--- src/rtl/scdaq_rdo_master.sv ---
// scdaq_rdo_master: readout initiator for the SCDAQ sample buffer.
// Walks buffer addresses 0..NREAD-1 over the RDO req/ack handshake,
// forwards each sample on a ready/valid stream and strobes RDO_Done at the end.
`timescale 1ns/1ps
module scdaq_rdo_master #(
  parameter int NSAMPLES     = 128,
  parameter int PRECISION    = 14,
  parameter int RDO_ADD_BLEN = 7,
  parameter int NREAD        = 64,
  parameter int TIMEOUT      = 255
) (
  input  logic                    i_clk,
  input  logic                    i_rst_n,
  input  logic                    i_start,
  output logic                    o_busy,
  output logic [RDO_ADD_BLEN:0]   o_rdo_add,
  output logic                    o_rdo_req,
  input  logic                    i_rdo_ack,
  input  logic [PRECISION-1:0]    i_rdo_q,
  output logic                    o_rdo_done,
  output logic [PRECISION-1:0]    o_out_data,
  output logic                    o_out_valid,
  input  logic                    i_out_ready,
  output logic                    o_out_last,
  output logic                    o_timeout_err
);

  localparam int AW    = RDO_ADD_BLEN + 1;
  // Never read past the attached buffer, even if NREAD is misconfigured.
  localparam int NLAST = ((NREAD > NSAMPLES) ? NSAMPLES : NREAD) - 1;
  localparam int TW    = (TIMEOUT < 2) ? 1 : $clog2(TIMEOUT + 1);

  localparam logic [AW-1:0] ADDR_LAST = AW'(NLAST);
  // Counter holds the number of REQ cycles already spent without Ack.
  localparam logic [TW-1:0] TCNT_LAST = TW'((TIMEOUT == 0) ? 0 : TIMEOUT - 1);

  typedef enum logic [1:0] {
    S_IDLE    = 2'd0,
    S_REQ     = 2'd1,
    S_RELEASE = 2'd2,
    S_DONE    = 2'd3
  } state_t;

  state_t                r_state;
  state_t                w_state_nxt;
  logic [AW-1:0]         r_addr;
  logic [AW-1:0]         w_addr_nxt;
  logic [TW-1:0]         r_tcnt;
  logic [TW-1:0]         w_tcnt_nxt;
  logic [PRECISION-1:0]  r_out_data;
  logic                  r_out_valid;
  logic                  r_out_last;
  logic                  w_capture;
  logic                  w_timeout;
  logic                  w_out_free;
  logic                  w_at_last;

  assign w_at_last  = (r_addr == ADDR_LAST);
  // Output register can take a new sample if empty or being drained this cycle.
  assign w_out_free = !r_out_valid || i_out_ready;

  assign o_busy        = (r_state != S_IDLE);
  assign o_rdo_req     = (r_state == S_REQ);
  assign o_rdo_done    = (r_state == S_DONE);
  assign o_rdo_add     = r_addr;
  assign o_timeout_err = w_timeout;
  assign o_out_data    = r_out_data;
  assign o_out_valid   = r_out_valid;
  assign o_out_last    = r_out_last;

  // Next-state, address and timeout-counter decisions for the handshake FSM.
  always_comb begin
    w_state_nxt = r_state;
    w_addr_nxt  = r_addr;
    w_tcnt_nxt  = r_tcnt;
    w_capture   = 1'b0;
    w_timeout   = 1'b0;
    case (r_state)
      S_IDLE: begin
        if (i_start) begin
          w_addr_nxt  = '0;
          w_tcnt_nxt  = '0;
          w_state_nxt = S_REQ;
        end
      end
      S_REQ: begin
        if (i_rdo_ack) begin
          w_capture   = 1'b1;
          w_state_nxt = S_RELEASE;
        end else begin
          w_tcnt_nxt = r_tcnt + TW'(1);
          if ((TIMEOUT != 0) && (r_tcnt == TCNT_LAST)) begin
            w_timeout   = 1'b1;
            w_state_nxt = S_DONE;
          end
        end
      end
      S_RELEASE: begin
        // Wait for the responder to drop Ack before issuing the next request.
        if (!i_rdo_ack && w_out_free) begin
          if (w_at_last) begin
            w_state_nxt = S_DONE;
          end else begin
            w_addr_nxt  = r_addr + AW'(1);
            w_tcnt_nxt  = '0;
            w_state_nxt = S_REQ;
          end
        end
      end
      S_DONE: begin
        w_state_nxt = S_IDLE;
      end
      default: begin
        w_state_nxt = S_IDLE;
      end
    endcase
  end

  // FSM state register.
  always_ff @(posedge i_clk or negedge i_rst_n) begin
    if (!i_rst_n) begin
      r_state <= S_IDLE;
    end else begin
      r_state <= w_state_nxt;
    end
  end

  // Address and timeout counter registers.
  always_ff @(posedge i_clk or negedge i_rst_n) begin
    if (!i_rst_n) begin
      r_addr <= '0;
      r_tcnt <= '0;
    end else begin
      r_addr <= w_addr_nxt;
      r_tcnt <= w_tcnt_nxt;
    end
  end

  // Output stream register: a new capture wins over a same-cycle drain.
  always_ff @(posedge i_clk or negedge i_rst_n) begin
    if (!i_rst_n) begin
      r_out_valid <= 1'b0;
      r_out_data  <= '0;
      r_out_last  <= 1'b0;
    end else if (w_capture) begin
      r_out_valid <= 1'b1;
      r_out_data  <= i_rdo_q;
      r_out_last  <= w_at_last;
    end else if (r_out_valid && i_out_ready) begin
      r_out_valid <= 1'b0;
    end
  end

endmodule

--- config.mk ---
export PLATFORM = sky130hd
export DESIGN_NAME = scdaq_rdo_master
export DESIGN_NICKNAME = d
export VERILOG_FILES = /design/src/rtl/scdaq_rdo_master.sv
export SDC_FILE = /design/constraint.sdc
export NUM_CORES = 1
export LEC_CHECK = 0
export BUFFER_PORTS_ARGS = -buffer_cell sky130_fd_sc_hd__clkbuf_2
export CORE_ASPECT_RATIO = 0.75
export CORE_MARGIN = 4
export CORE_UTILIZATION = 50
export DETAILED_ROUTE_END_ITERATION = 10
export PLACE_DENSITY = 0.75
export SETUP_SLACK_MARGIN = 0.3
export SLEW_MARGIN = 25
export SYNTH_ARGS = -nofsm -noshare
export SYNTH_HDL_FRONTEND = slang
export SYNTH_SLANG_ARGS = --single-unit
--- constraint.sdc ---
create_clock -name i_clk -period 3.9 [get_ports i_clk]
set_input_delay 0.195 -clock i_clk [delete_from_list [all_inputs] [get_ports i_clk]]
set_output_delay 0.195 -clock i_clk [all_outputs]
set_load 0.01 [all_outputs]
==> results of run 1 <==
## worst min path at each step
stage	from	to	slack, ns	cells past startpoint
detailed placement	i_rst_n	r_tcnt[1]	0.34	1
floorplan	i_rst_n	o_out_data[0]	-0.10	0
finish	i_rst_n	r_tcnt[3]	0.01	1
CTS	i_rst_n	r_tcnt[1]	0.03	1
global route	i_rst_n	r_tcnt[6]	0.08	1
global placement	i_rst_n	r_tcnt[1]	0.32	1
## power by group through the flow
| stage | Clock [mW] | Sequential [mW] | Combinational [mW] |
|---|---|---|---|
| 6_report | 0.266 | 0.572 | 0.494 |
| 5_1_grt | 0.289 | 0.592 | 0.549 |
| 4_1_cts | 0.273 | 0.571 | 0.501 |
| 3_5_place_dp | 0 | 0.577 | 0.499 |
| 3_3_place_gp | 0 | 0.568 | 0.486 |
| 2_1_floorplan | 0 | 0.592 | 0.305 |
## cell families (layout without fill, tap and decap cells)
kind of cell	Yosys count	count (layout)
multiplexers	15	15
AND/OR/NAND/NOR	51	51
buffers and inverters	13	61
XOR/XNOR	1	1
adder cells (fa/ha/maj)	3	3
flip-flops	34	34
AO/OA/AOI/OAI	37	37
## cell type report
cell class / instances / area, µm²
flip-flops and latches: 34 / 850.8
inverters: 7 / 26.28
multi-input cells: 107 / 740.7
clock inverters: 2 / 12.51
well taps: 38 / 47.55
repair buffers: 46 / 230.2
clock buffers: 6 / 82.58
fillers: 242 / 1072
## cell usage after synthesis, types with 2 or more instances
| library cell | n |
|---|---|
| dfrtp_1 | 34 |
| mux2_2 | 14 |
| nand2_1 | 11 |
| o21ai_0 | 9 |
| a21oi_1 | 7 |
| a31oi_1 | 7 |
| inv_1 | 7 |
| nor2_1 | 6 |
| nand3_1 | 5 |
| nor3_1 | 5 |
| buf_2 | 4 |
| nand2b_1 | 4 |
| ha_1 | 3 |
| o211ai_1 | 3 |
| and2b_1 | 2 |
| and3_1 | 2 |
| nand4_1 | 2 |
| nor2b_1 | 2 |
| nor4_1 | 2 |
| o22ai_1 | 2 |
| or2_2 | 2 |
## registers in the layout (all words and copies together) (netlist names)
signal and cells:
o_rdo_add 8, r_state 2, r_tcnt 8, o_out_data 14, o_out_last 1, o_out_valid 1
## critical path, cell delays in order (launching register included)
cell and delay, ns:
dfrtp_1 0.51, or3b_1 0.56, nor3_1 0.18, clkbuf_2 0.16
## per-layer routing
metal  GRT usage [%]  wire length [µm]  vias up
met5               0                 0        -
met4           6.091                49        0
met3           5.199               376        7
met2           25.91              1524       68
met1           25.11              1604      633
li1                -                 -      651
## through the flow
stage | setup WS, ns | utilization (%) | area, µm² | cells
detailed placement | 2.073 | 61.89 | 1896 | 232
finish | 2.012 | 64.99 | 1991 | 240
CTS | 2.003 | 64.99 | 1991 | 240
floorplan | 2.248 | - | 1657 | 154
global route | 1.909 | 64.99 | 1991 | 240
global placement | 2.151 | 61.89 | 1896 | 232
## cell usage in the layout, fill, tap and decap left out, types with 2 or more instances in the layout
cell type / count
o21ai_0: 9
nand2b_1: 4
nor2b_1: 2
o211ai_1: 3
and3_1: 2
dfrtp_1: 34
and2b_1: 2
nor4_1: 2
nor2_1: 6
nor3_1: 5
a21oi_1: 7
a31oi_1: 7
clkbuf_2: 46
or2_2: 2
nand4_1: 2
nand2_1: 11
clkbuf_8: 6
ha_1: 3
mux2_2: 14
o22ai_1: 2
inv_1: 7
nand3_1: 5
==> impl_metrics.py, run 1 <==
metrics = {
    "cts": {
        "hold_buffers": 0,
        "postCtsSetupBuffers": 0,
        "clock_path_buffers": 2,
        "clk_pin_slew_ns": 0.07,
        "cts_root_buf": "clkbuf_8",
        "clk_latency_ns": 0.28,
        "numCtsBuffers": 5,
        "post_cts_resized": 0,
        "cts_tree": "built",
        "htreeDepth": 2,
        "clkSinkCount": 34,
    },
    "grt": {
        "grt_pass1_wl_mm": 5.885,
        "antenna_found_initial": 0,
        "grt_pass1_vias": 1253,
        "track_usage_pct": 17.72,
        "grt_overflow": 0,
        "grt_max_degree": 35,
    },
    "sta": {
        "finalSetupViolations": 0,
        "maxSlewViolCount": 0,
        "hold_ws_ns": 0.01025,
        "hold_violations": 0,
        "worst_slew_pin_slew_ns": 0.8427,
        "period_share_pct": 48.42,
        "fmax_ghz": 0.5296,
        "rsz0062_at_grt": "false",
        "fin_setup_tns_ns": 0,
        "slew_headroom_pct": 43.82,
        "post-route-min-period_ns": 1.888,
        "fin_worst_skew_ns": 0.005677,
    },
    "setup_path": {
        "regToRegEndpoint": "o_out_data[5]",
        "r2r_slack_ns": 2.05,
        "cp-endpoint": "o_timeout_err",
        "r2r_start": "r_state[1]",
        "crit_fanout": 14,
        "crit_path_start_kind": "flop",
        "required_ns": 3.70,
        "crit_path_end_kind": "output pin",
        "cp-startpoint": "r_state[1]",
        "crit_arrival_ns": 1.69,
        "r2r_cells": 3,
        "crit_type": "flop to output pin",
    },
    "power": {
        "peakVddDrop_mv": 0.2805,
        "p_int_uw": 843.0,
        "p_comb_share_pct": 37.1,
        "power.total_mw": 1.332,
        "cellPowerDensity_nw_per_um2": 668.9,
        "p_switching_uw": 488.6,
        "seqPwrFrac_pct": 42.9,
        "switching_share_pct": 36.69,
        "leakagePower_nw": 0.9340,
        "clock_power_share_pct": 19.9,
    },
    "synth": {
        "ys_seq_area_share_pct": 51.36,
        "synthSimpleGateAreaFrac_pct": 17.07,
        "synth_cells": 154,
        "synth_fa_ha_area_share_pct": 2.266,
        "synth-xor-area-share_pct": 0.5287,
        "syn_area_um2": 1657,
        "synth.top_cell.area_share_pct": 51.36,
        "synth-seq-cells": 34,
        "synth_top_family_by_area": "simple AND/OR/NAND/NOR gates",
        "synth_edf_count": 0,
        "yosysUniqueCellTypes": 42,
        "synth_compound_area_share_pct": 14.73,
        "syn_nets": 176,
        "synth_top_area_cell": "dfrtp_1",
        "ys_async_sr_fraction_pct": 100.0,
        "synth_flop_cell": "dfrtp_1",
        "yosysWarnings": 0,
        "synth.area.top_cells": "dfrtp_1 51%, mux2_2 9.5%, o21ai_0 2.7%, a31oi_1 2.6%, nand2_1 2.5%",
        "muxShareOfSynthArea_pct": 10.12,
        "syn_area_per_cell_um2": 10.76,
    },
    "die": {
        "row_count": 17,
        "die_w_um": 74.47,
        "initial_core_util_pct": 54.08,
        "die_h_um": 57.85,
        "io_pins": 47,
        "core-area_um2": 3063,
        "die-area_um2": 4308,
    },
    "route": {
        "wl_mm": 3.555,
        "firstDrtPassIters": 4,
        "ant_nets": 0,
        "drc_errors": 0,
        "routedWlPerCell_um": 14.81,
        "vias": 1359,
        "vias_per_cell": 5.663,
        "drt-initial-drc-count": 115,
    },
    "final_layout": {
        "diodes": 0,
        "synthToLayoutAreaGrowth_pct": 20.17,
        "nets": 223,
        "drive_gt1_share_pct": 37.13,
    },
    "place": {
        "portBuffers": 46,
        "place_hpwl_mm": 2.611,
        "place.gp.congestion": 0.8087,
    },
    "run": {
        "drv_cap": 0,
    },
    "run_status": {
        "status": "finished, final reports clean",
    },
    "hold_path": {
        "min_path_type": "input port to asynchronous set/reset pin",
    },
}
Note: power is estimated with default switching activity, not from simulation.
==> run 2, diff against run 1 <==
==> constraint.sdc (replaced) <==
create_clock -name i_clk -period 1.75 [get_ports i_clk]
set_input_delay 0.0875 -clock i_clk [delete_from_list [all_inputs] [get_ports i_clk]]
set_output_delay 0.0875 -clock i_clk [all_outputs]
set_load 0.01 [all_outputs]
==> impl_metrics.py, run 2 (synthesized netlist as in run 1, its figures left out) <==
metrics = {
    "hold_path": {
        "min_path_type": "input port to flop",
    },
    "route": {
        "wl_mm": 4.068,
        "vias_per_cell": 5.740,
        "routedWlPerCell_um": 15.77,
        "ant_nets": 0,
        "firstDrtPassIters": 4,
        "drc_errors": 0,
        "vias": 1481,
        "drt-initial-drc-count": 69,
    },
    "place": {
        "place_hpwl_mm": 2.710,
        "portBuffers": 46,
        "placedCellCount": 237,
        "place.gp.congestion": 0.9319,
        "place_area_um2": 1982,
    },
    "die": {
        "initial_core_util_pct": 54.08,
        "core-area_um2": 3063,
        "io_pins": 47,
        "row_count": 17,
        "die_w_um": 74.47,
        "die-area_um2": 4308,
        "die_h_um": 57.85,
    },
    "grt": {
        "grt_overflow": 0,
        "grt_pass1_wl_mm": 6.534,
        "antenna_found_initial": 0,
        "grt_max_degree": 21,
        "track_usage_pct": 20.01,
        "grt_pass1_vias": 1424,
    },
    "run_status": {
        "status": "finished, final reports clean",
    },
    "sta": {
        "post-route-min-period_ns": 1.530,
        "fin_setup_tns_ns": 0,
        "period_share_pct": 87.41,
        "rsz0062_at_grt": "true",
        "slew_headroom_pct": 74.89,
        "worst_slew_pin_slew_ns": 0.3753,
        "fmax_ghz": 0.6538,
        "maxSlewViolCount": 0,
        "fin_worst_skew_ns": 0.004718,
        "finalSetupViolations": 0,
        "hold_violations": 0,
    },
    "final_layout": {
        "final_cell_mix": "45 x clkbuf_2, 30 x dfrtp_1, 15 x buf_4",
        "nets": 242,
        "largest_reg_flops": 14,
        "synthToLayoutAreaGrowth_pct": 36.03,
        "drive_gt1_share_pct": 50.91,
        "final_cells": 258,
        "design_area_um2": 2253,
        "diodes": 0,
        "layout_commonest_cell": "clkbuf_2",
    },
    "cts": {
        "clk_pin_slew_ns": 0.07,
        "numCtsBuffers": 5,
        "clock_path_buffers": 2,
        "htreeDepth": 2,
        "cts_root_buf": "clkbuf_8",
        "clkSinkCount": 34,
        "cts_tree": "built",
        "clk_latency_ns": 0.29,
    },
    "setup_path": {
        "required_ns": 1.97,
        "crit_fanout": 6,
        "slowest_delay_ns": 0.41,
        "crit_path_start_kind": "flop",
        "crit_type": "flop to flop",
        "worstPathCellList": "buf_4 -> or2_4 -> o32ai_4 -> and2b_2 -> mux2i_1",
        "slowest_stage": "dfrtp_2",
        "crit_arrival_ns": 1.75,
        "crit_path_end_kind": "flop",
    },
    "power": {
        "peakVddDrop_mv": 0.7263,
        "cellPowerDensity_nw_per_um2": 1460,
        "leakagePower_nw": 1.052,
    },
    "run": {
        "drv_cap": 0,
    },
}
==> run 2: worst paths after layout <==
kind	start	cells after the start	slack, ns	end
max in group asynchronous	i_rst_n	3	0.91	r_state[1]
min reg2reg	o_out_last	2	0.50	o_out_last
min in group asynchronous	i_rst_n	2	0.23	o_out_data[7]
max	r_state[1]	5	0.22	o_rdo_add[1]
min	i_rdo_q[9]	2	0.03	o_out_data[9]
max reg2reg	r_state[1]	5	0.22	o_rdo_add[1]
==> run 2: through the flow <==
stage / hold WS (ns) / setup slack, ns / total power, mW / utilization, %
floorplan: -0.2081 / 0.2144 / 2.075 / -
finish: 0.03033 / 0.2204 / 3.291 / 73.57
detailed placement: 0.01311 / 0.1660 / 2.519 / 64.71
global placement: 0.008883 / 0.1921 / 2.465 / 64.71
global route: 0.02018 / 0.1495 / 3.519 / 73.57
CTS: 0.02394 / 0.1981 / 3.235 / 71.85
==> run 2: power breakdown <==
part	switching, mW	internal, mW
clock network	0.282	0.267
logic	0.777	0.748
registers	0.164	1.05
total	1.22	2.07
==> run 2: layout make-up <==
class / count / area, µm²
Clock inverter: 2 / 10.01
Sequential cell: 34 / 855.8
Multi-Input combinational cell: 107 / 858.3
Inverter: 7 / 26.28
Timing Repair Buffer: 65 / 386.6
Clock buffer: 5 / 68.82
Fill cell: 217 / 809.5
Tap cell: 38 / 47.55
==> run 2: per-layer routing <==
layer / up-vias / GRT usage, % / part of all wire, %
li1: 692 / - / -
met1: 701 / 26.27 / 43
met2: 79 / 30.29 / 45
met3: 9 / 5.893 / 9.9
met4: 0 / 9.645 / 2.1
met5: - / 0 / 0
==> run 2: timing repair <==
item	CTS	global route
setup endpoints to repair	33	33
hold buffers	1	0
buffers inserted	11	2
hold endpoints to repair	14	0
pin swaps	7	4
resized for setup	13	9
==> run 2: critical path, delay by kind of cell, from the launching register on <==
kind	cells	cell delay, ns
AO/OA/AOI/OAI	1	0.18
flip-flops	1	0.41
buffers and inverters	1	0.16
AND/OR/NAND/NOR	2	0.52
multiplexers	1	0.19
==> run 3, diff against run 2 <==
--- a/config.mk
+++ b/config.mk
@@ -9,9 +9,10 @@
 export CORE_ASPECT_RATIO = 0.75
 export CORE_MARGIN = 4
 export CORE_UTILIZATION = 50
+export CTS_BUF_LIST = sky130_fd_sc_hd__clkbuf_8
 export DETAILED_ROUTE_END_ITERATION = 10
 export PLACE_DENSITY = 0.75
-export SETUP_SLACK_MARGIN = 0.3
+export SETUP_SLACK_MARGIN = 0.5
 export SLEW_MARGIN = 25
 export SYNTH_ARGS = -nofsm -noshare
 export SYNTH_HDL_FRONTEND = slang
==> impl_metrics.py, run 3 (synthesized netlist as in run 1, its figures left out) <==
metrics = {
    "route": {
        "routedWlPerCell_um": 17.84,
        "vias": 1564,
        "vias_per_cell": 5.836,
        "drt-initial-drc-count": 100,
        "wl_mm": 4.782,
        "ant_nets": 0,
        "firstDrtPassIters": 5,
        "drc_errors": 0,
    },
    "grt": {
        "track_usage_pct": 21.99,
        "grt_max_degree": 35,
        "grt_overflow": 0,
        "antenna_found_initial": 0,
        "grt_pass1_vias": 1478,
        "grt_pass1_wl_mm": 7.203,
    },
    "cts": {
        "cts_root_buf": "clkbuf_8",
        "clkSinkCount": 34,
        "cts_tree": "built",
        "htreeDepth": 2,
        "clk_pin_slew_ns": 0.07,
        "numCtsBuffers": 5,
        "clock_path_buffers": 2,
        "clk_latency_ns": 0.28,
    },
    "final_layout": {
        "diodes": 0,
        "nets": 251,
        "design_area_um2": 2534,
        "fin_util_pct": 82.72,
        "final_cell_mix": "44 x clkbuf_2, 29 x dfrtp_1, 18 x buf_4",
        "synthToLayoutAreaGrowth_pct": 52.95,
        "layout_commonest_cell": "clkbuf_2",
        "final_cells": 268,
        "drive_gt1_share_pct": 57.83,
        "largest_reg_flops": 14,
    },
    "place": {
        "portBuffers": 46,
        "place_area_um2": 2029,
        "place_hpwl_mm": 2.764,
        "place_ws_ns": 0.1335,
        "place.gp.congestion": 0.8949,
        "placedCellCount": 235,
    },
    "setup_path": {
        "r2r_slack_ns": 0.15,
        "slowest_stage": "dfrtp_2",
        "cp_top_family": "simple AND/OR/NAND/NOR gates",
        "required_ns": 1.94,
        "r2r_start": "r_state[1]",
        "regToRegEndpoint": "r_tcnt[7]",
        "crit_arrival_ns": 1.80,
        "cp-startpoint": "r_state[1]",
        "crit_cells": 6,
        "crit_fanout": 6,
        "r2r_cells": 6,
        "slowest_delay_ns": 0.42,
        "path_buf_inv": 2,
        "crit_path_start_kind": "flop",
        "worstPathCellList": "or3b_4 -> buf_6 -> buf_4 -> nor3_2 -> nor2_1 -> a31oi_1",
        "crit_type": "flop to flop",
        "cp-endpoint": "r_tcnt[7]",
        "crit_path_end_kind": "flop",
    },
    "die": {
        "core-area_um2": 3063,
        "die-area_um2": 4308,
        "die_h_um": 57.85,
        "die_w_um": 74.47,
        "row_count": 17,
        "initial_core_util_pct": 54.08,
        "io_pins": 47,
    },
    "sta": {
        "period_share_pct": 91.62,
        "fin_worst_skew_ns": 0.005254,
        "rsz0062_at_grt": "true",
        "hold_ws_ns": 0.03285,
        "fmax_ghz": 0.6237,
        "worst_slew_pin_slew_ns": 0.8456,
        "hold_violations": 0,
        "slew_headroom_pct": 43.63,
        "fin_ws_ns": 0.1466,
        "fin_setup_tns_ns": 0,
        "finalSetupViolations": 0,
        "post-route-min-period_ns": 1.603,
        "maxSlewViolCount": 0,
    },
    "run_status": {
        "status": "finished, final reports clean",
    },
    "power": {
        "leakagePower_nw": 1.199,
        "power.total_mw": 3.983,
        "peakVddDrop_mv": 0.9764,
        "cellPowerDensity_nw_per_um2": 1572,
    },
    "hold_path": {
        "min_path_type": "input port to flop",
    },
    "run": {
        "drv_cap": 0,
    },
}
==> run 3: what timing repair did <==
action / in CTS / in global routing
hold buffers: 1 / 0
gates cloned: 0 / 2
endpoints found under the hold margin: 34 / 0
pin swaps: 13 / 4
gates resized for setup: 28 / 17
setup buffers: 16 / 6
endpoints found under the setup margin: 37 / 37
==> run 3: how the worst min path moves through the flow <==
| stage | from | to | slack [ns] | cells after the start |
|---|---|---|---|---|
| 2_1_floorplan | i_rst_n | o_out_data[0] | -0.21 | 0 |
| 3_3_place_gp | i_rst_n | o_out_data[1] | 0.21 | 1 |
| 3_5_place_dp | i_rst_n | o_out_data[1] | 0.23 | 1 |
| 4_1_cts | i_rdo_q[1] | o_out_data[1] | 0.03 | 2 |
| 5_1_grt | i_rdo_q[1] | o_out_data[1] | 0.02 | 2 |
| 6_report | i_rdo_q[1] | o_out_data[1] | 0.03 | 2 |
==> run 3: layer usage <==
metal / GRT usage, % / up-vias / share of wire (%)
met5: 0 / - / 0
met4: 6.599 / 0 / 0.88
met3: 6.759 / 4 / 8.0
met2: 34.17 / 78 / 49
met1: 29.61 / 767 / 43
li1: - / 715 / -
==> run 3: cell type report <==
class | count | area [µm²]
clock buffers | 6 | 82.58
inverters | 7 | 26.28
flip-flops and latches | 34 | 857.1
clock inverters | 2 | 33.78
fillers | 164 | 529.3
well taps | 38 | 47.55
repair buffers | 72 | 460.4
multi-input cells | 109 | 1026
==> run 3: power by group <==
part / total, mW / switching [mW] / internal (mW)
clock: 0.734 / 0.276 / 0.458
sequential: 1.26 / 0.205 / 1.05
combinational: 1.99 / 0.945 / 1.04
total: 3.98 / 1.43 / 2.56
